<file path="src/rtl/sumador_one_bit.sv">
// One-bit full adder: {Co,So} = A + B + Ci, with optional output register.
// Latency: 1 cycle when REGISTERED=1, 0 cycles (pure combinational) when REGISTERED=0.
// Backpressure: none; a new vector is accepted every cycle and a result is never stalled.
//
// Ports:
//   clk       - single clock, rising-edge (unused when REGISTERED=0)
//   rst       - synchronous active-high reset (unused when REGISTERED=0)
//   A, B      - addend bits
//   Ci        - carry-in
//   Co        - carry-out
//   So        - sum bit
//   out_valid - Co/So hold a result computed from inputs sampled after reset release
module sumador_one_bit #(
    parameter bit REGISTERED = 1'b1
) (
    input  logic clk,
    input  logic rst,
    input  logic A,
    input  logic B,
    input  logic Ci,
    output logic Co,
    output logic So,
    output logic out_valid
);

    // Shared half-sum term: used both for the sum and for carry propagation.
    logic half_sum;
    logic sum_comb;
    logic carry_comb;

    assign half_sum   = A ^ B;
    assign sum_comb   = half_sum ^ Ci;
    // Carry is generated by A&B, or propagated from Ci when exactly one addend is set.
    assign carry_comb = (A & B) | (Ci & half_sum);

    generate
        if (REGISTERED) begin : g_reg
            logic co_q;
            logic so_q;
            logic vld_q;

            // Reset wins over data sampled on the same edge, so an in-flight
            // result is discarded and the first valid output after reset comes
            // from the first edge where rst is low.
            always_ff @(posedge clk) begin
                if (rst) begin
                    co_q  <= 1'b0;
                    so_q  <= 1'b0;
                    vld_q <= 1'b0;
                end else begin
                    co_q  <= carry_comb;
                    so_q  <= sum_comb;
                    vld_q <= 1'b1;
                end
            end

            assign Co        = co_q;
            assign So        = so_q;
            assign out_valid = vld_q;
        end else begin : g_comb
            // Clock and reset play no part in this variant; fold them into a
            // sink so they are visibly intentional leftovers of the port list.
            logic unused_clk_rst;
            assign unused_clk_rst = clk ^ rst;

            assign Co        = carry_comb;
            assign So        = sum_comb;
            assign out_valid = 1'b1;
        end
    endgenerate

endmodule

</file>
<file path="config.mk">
export PLATFORM = sky130hd
export DESIGN_NAME = sumador_one_bit
export DESIGN_NICKNAME = d
export VERILOG_FILES = /design/src/rtl/sumador_one_bit.sv
export SDC_FILE = /design/constraint.sdc
export NUM_CORES = 1
export LEC_CHECK = 0
export BUFFER_PORTS_ARGS = -buffer_cell sky130_fd_sc_hd__buf_2
export CAP_MARGIN = 0
export CELL_PAD_IN_SITES_DETAIL_PLACEMENT = 0
export CELL_PAD_IN_SITES_GLOBAL_PLACEMENT = 2
export CORE_AREA = 8 8 45 47
export DETAILED_ROUTE_END_ITERATION = 10
export DIE_AREA = 0 0 53 55
export PLACE_DENSITY_LB_ADDON = 0.1
export SYNTH_ARGS = -nofsm -noshare
export SYNTH_HDL_FRONTEND = slang
export SYNTH_SLANG_ARGS = --single-unit
</file>
<file path="constraint.sdc">
create_clock -name clk -period 2.15 [get_ports clk]
set_clock_uncertainty 0.1 [all_clocks]
set_input_delay 0.1075 -clock clk [delete_from_list [all_inputs] [get_ports clk]]
set_output_delay 0.1075 -clock clk [all_outputs]
set_load 0.05 [all_outputs]
</file>
==> reports/metrics.csv, run 1 <==
stage;metric;value;unit
route;wirelength;269;µm
job;cap_violations;0;
floorplanning;fp.dieH;55;µm
clock_network;cts.sinks;3;
sta;slew_headroom;83.0;%
power;p_leak;0.0905;nW
floorplanning;io-pin-count;8;
sta;period_share;46.0;%
global_route;grt_start_max_net_pins;4;
finish;fillCellCount;161;
sta;setup_ws;1.16;ns
worst_hold_path;hold_path.class;primary input to flop;
setup_path;arrival;0.78;ns
clock_network;cts_buffers;3;
route;drtPass1Iterations;1;
finish;fin_nets;26;
finish;multi_input_area;32.5;µm²
finish;area_growth;94.8;%
sta;fin_crit;0.989;ns
logic_synthesis;synth-seq-cells;3;
finish;ff_latch_area;60.1;µm²
setup_path;cpLargestDelayFamily;flip-flops;
sta;rsz0062_at_grt;false;
power;power;0.000187;W
finish;final_common_cell;buf_2;
logic_synthesis;synth_area_leaders;dfxtp_1, fa_1, nor2b_1;
setup_path;required;1.94;ns
setup_path;crit_path_end_kind;output port;
route;viasPerCell;2.49;
sta;max_freq;1010;MHz
placed_design;portBuffers;7;
setup_path;start_kind;flop;
sta;tightest_slew;0.257;ns
sta;finalSetupViolCount;0;
finish;most-common-layout-cells;buf_2, dfxtp_1, clkbuf_4;
logic_synthesis;yosys_warnings;0;
global_route;grt_overflow;0;
floorplanning;start_util;6.96;%
logic_synthesis;synth_fp_nets;13;
sta;hold_violations;0;
setup_path;slowest_stage;dfxtp_1;
floorplanning;rows;14;
finish;n_antenna_cell;0;
logic_synthesis;synth_area;96.3;µm²
route;route.detailed.drc;0;
clock_network;cts_resized;0;
route;num_vias;87;
floorplanning;core-area;1380;µm²
sta;whs;0.145;ns
global_route;grt_pass1_wl;420;µm
logic_synthesis;yosysTopAreaCellShare;62.3;%
logic_synthesis;synth.largest_area_cell;dfxtp_1;
clock_network;clockRootBuffer;clkbuf_4;
finish;layout-drive-gt1-share;52.6;%
placed_design;dp_slack;1.14;ns
clock_network;tritoncts;done;
setup_path;cp_max_fo;1;
setup_path;slowest_delay;0.30;ns
power;p_per_area;998;nW/µm²
route;drtIter0Drc;0;
sta;fin_setup_tns;0;ns
logic_synthesis;ys_types;4;
clock_network;htreeDepth;1;
setup_path;worstPathCellList;buf_2;
floorplanning;dieArea;2920;µm²
logic_synthesis;syn_area_per_cell;13.8;µm²
clock_network;clk_pin_slew;0.04;ns
placed_design;place.gp.congestion;0.527;
route;postRouteAntennaNets;0;
logic_synthesis;ys_seq_area_share;62.3;%
global_route;grt_usage;2.57;%
floorplanning;die_w;53;µm
power;peakVddDrop;0.000138;V
route;wl_per_cell;7.69;µm
logic_synthesis;synthCells;7;
status;status;completed;
setup_path;path_class;flop to output port;
clock_network;clock_tree.buffer_depth;2;
global_route;grt_pass1_vias;120;
global_route;antenna_found_initial;0;
sta;slew_viol_final;0;
setup_path;worst-path-buf-inv;1;
==> tightest hold or removal path, stage by stage <==
cell and delay [ns]:
buf_2 0.08, fa_1 0.13, nor2b_1 0.11
==> per-layer routing <==
layer	up-vias	part of all wire, %	GRT usage [%]
met5	-	0	0
met4	0	0	5.17
met3	0	20	3.21
met2	8	36	2.34
met1	36	44	1.68
li1	43	-	-
==> power by group <==
part | leakage (nW) | internal [W] | switching, W
combinational | 0.0504 | 0.00000950 | 0.0000207
sequential | 0.0251 | 0.0000603 | 0.000000867
clock | 0.0150 | 0.0000694 | 0.0000266
total | 0.0905 | 0.000139 | 0.0000482
==> metrics by stage <==
stage	cells	cell area, µm²	util, %
after floorplan	7	96.3	-
after global routing	35	188	13.6
after CTS	35	188	13.6
final	35	188	13.6
after detailed placement	30	151	10.9
after global placement	30	151	10.9
==> timing repair <==
item	CTS	global route
hold endpoints to repair	3	0
endpoints found under the setup margin	0	0
hold buffers	1	0
setup buffers	0	0
==> state kept, by name, indices dropped and copies added (netlist names) <==
name and flops:
So 1, out_valid 1, Co 1
==> synthesized netlist by cell type (all sizes together) <==
cell type	n
inv	1
nor2b	2
fa	1
dfxtp	3
==> area by class of cell <==
cell class	count	share of cell area, %
Clock buffer	4	14.0
Tap cell	16	10.7
Multi-Input combinational cell	3	17.3
Timing Repair Buffer	8	24.0
Inverter	1	2.00
Sequential cell	3	32.0
==> worst paths after layout <==
check	from	endpoint	cells past startpoint
max	out_valid	out_valid	1
min	Ci	So	3
==> kinds of logic after synthesis <==
family | Yosys count | synth area share, %
adder cells (fa/ha/maj) | 1 | 20.8
flip-flops | 3 | 62.3
AND/OR/NAND/NOR | 2 | 13.0
buffers and inverters | 1 | 3.89
No activity file was read; power rests on OpenSTA's default activity.
==> run 2, diff against run 1 <==
==> constraint.sdc (replaced) <==
create_clock -name clk -period 1 [get_ports clk]
set_clock_uncertainty 0.1 [all_clocks]
set_input_delay 0.05 -clock clk [delete_from_list [all_inputs] [get_ports clk]]
set_output_delay 0.05 -clock clk [all_outputs]
set_load 0.05 [all_outputs]
==> run 2 against run 1 <==
Net effect: setup slack got worse by 1.1 ns; worst hold slack got worse by 0.059 ns; count of clock-buffer cells in the layout unchanged; via count grew 2.3%; critical endpoint is now Co; largest power group unchanged.
==> reports/metrics.csv, run 2 (synthesis results as in run 1) <==
stage;metric;value;unit
status;status;completed;
setup_path;cp-startpoint;Co;
sta;finalSetupViolCount;0;
floorplanning;io-pin-count;8;
clock_network;cts_resized;0;
power;p_seq_share;32.2;%
sta;max_freq;1060;MHz
setup_path;cpLargestDelayFamily;flip-flops;
route;postRouteAntennaNets;0;
route;highest_layer;met3;
global_route;grt_overflow;0;
finish;fin_nets;26;
sta;slew_viol_final;0;
sta;period_share;94.3;%
setup_path;slowest_stage;dfxtp_1;
setup_path;slowest_delay;0.30;ns
clock_network;clk_pin_slew;0.04;ns
power;peakVddDrop;0.000624;V
clock_network;cts_buffers;3;
finish;most-common-layout-cells;buf_2, dfxtp_1, clkbuf_4;
power;p_per_area;2170;nW/µm²
floorplanning;fp.dieH;55;µm
setup_path;arrival;0.79;ns
power;power.net_switching;0.000109;W
clock_network;htreeDepth;1;
sta;fin_crit;0.943;ns
setup_path;start_kind;flop;
floorplanning;core-area;1380;µm²
finish;area_growth;94.8;%
floorplanning;rows;14;
finish;fin_cells;35;
setup_path;path_class;flop to output port;
sta;rsz0062_at_grt;false;
placed_design;portBuffers;7;
global_route;grt_usage;2.52;%
clock_network;ctsHoldBuffers;1;
clock_network;postCtsSetupBuffers;0;
setup_path;crit_path_end_kind;output port;
setup_path;worst-path-buf-inv;1;
setup_path;worstPathCellList;buf_2;
route;drtIter0Drc;4;
route;drtPass1Iterations;2;
finish;n_antenna_cell;0;
setup_path;endpoint;Co;
finish;final_common_cell;buf_2;
power;p_comb_share;15.9;%
finish;layout-drive-gt1-share;52.6;%
floorplanning;dieArea;2920;µm²
global_route;grt_start_max_net_pins;4;
finish;final_util;13.6;%
clock_network;cts.sinks;3;
global_route;grt_pass1_vias;113;
clock_network;clock_tree.buffer_depth;2;
clock_network;tritoncts;done;
sta;tightest_slew;0.254;ns
worst_hold_path;hold_path.class;primary input to flop;
placed_design;place.gp.congestion;0.533;
power;p_leak;0.0905;nW
floorplanning;start_util;6.96;%
sta;hold_violations;0;
job;cap_violations;0;
route;wl_met1;106;µm
power;p_int;0.000299;W
global_route;antenna_found_initial;0;
route;wl_per_cell;7.77;µm
route;viasPerCell;2.54;
route;route.detailed.drc;0;
route;wirelength;272;µm
floorplanning;die_w;53;µm
placed_design;dp.cells;30;
setup_path;required;0.85;ns
route;dr_wl_met2;62;µm
sta;slew_headroom;83.2;%
setup_path;cp_num_cells;1;
power;switching_share;26.7;%
route;num_vias;89;
route;wl_met3;103;µm
global_route;grt_pass1_wl;420;µm
sta;fin_setup_tns;0;ns
power;pwr-share-clk;51.9;%
setup_path;cp_max_fo;1;
clock_network;clockRootBuffer;clkbuf_4;
-- run 2: cell counts in the layout (fill, tap and decap cells not counted) --
No cell type changed its count.
-- run 2: metal layers --
metal  vias up  GRT usage [%]
met3         0           6.15
met4         0           1.29
li1         43              -
met2        11           1.95
met5         -              0
met1        35           1.52
-- run 2: per-stage QoR --
stage | setup WS (ns) | total power, W | instance area [µm²] | hold WS (ns)
2_1_floorplan | 0.169 | 0.000174 | 96.3 | 0.00652
3_3_place_gp | 0.0412 | 0.000197 | 151 | 0.149
3_5_place_dp | 0.0431 | 0.000197 | 151 | 0.148
4_1_cts | 0.0370 | 0.000423 | 188 | 0.0773
5_1_grt | 0.0273 | 0.000435 | 188 | 0.0788
6_report | 0.0565 | 0.000408 | 188 | 0.0857
-- run 2: worst min path at each step --
| stage | from | endpoint | slack [ns] | depth (start not counted) |
|---|---|---|---|---|
| 4_1_cts | Ci | So | 0.08 | 3 |
| 6_report | Ci | So | 0.09 | 3 |
| 5_1_grt | Ci | So | 0.08 | 3 |
| 2_1_floorplan | rst | out_valid | 0.007 | 1 |
| 3_5_place_dp | rst | out_valid | 0.15 | 2 |
| 3_3_place_gp | rst | out_valid | 0.15 | 2 |
-- run 2: layout make-up --
class                   instances  area, µm²
fillers                       152       1200
flip-flops and latches          3       60.1
repair buffers                  8       45.0
multi-input cells               3       32.5
clock buffers                   4       26.3
well taps                      16       20.0
inverters                       1       3.75
-- run 2: power groups by stage --
stage	Combinational, W	Sequential [W]	Clock (W)
after floorplan	0.00000809	0.000166	0
after global routing	0.0000683	0.000132	0.000235
after global placement	0.0000635	0.000134	0
after detailed placement	0.0000631	0.000134	0
after CTS	0.0000661	0.000132	0.000225
final	0.0000649	0.000132	0.000212
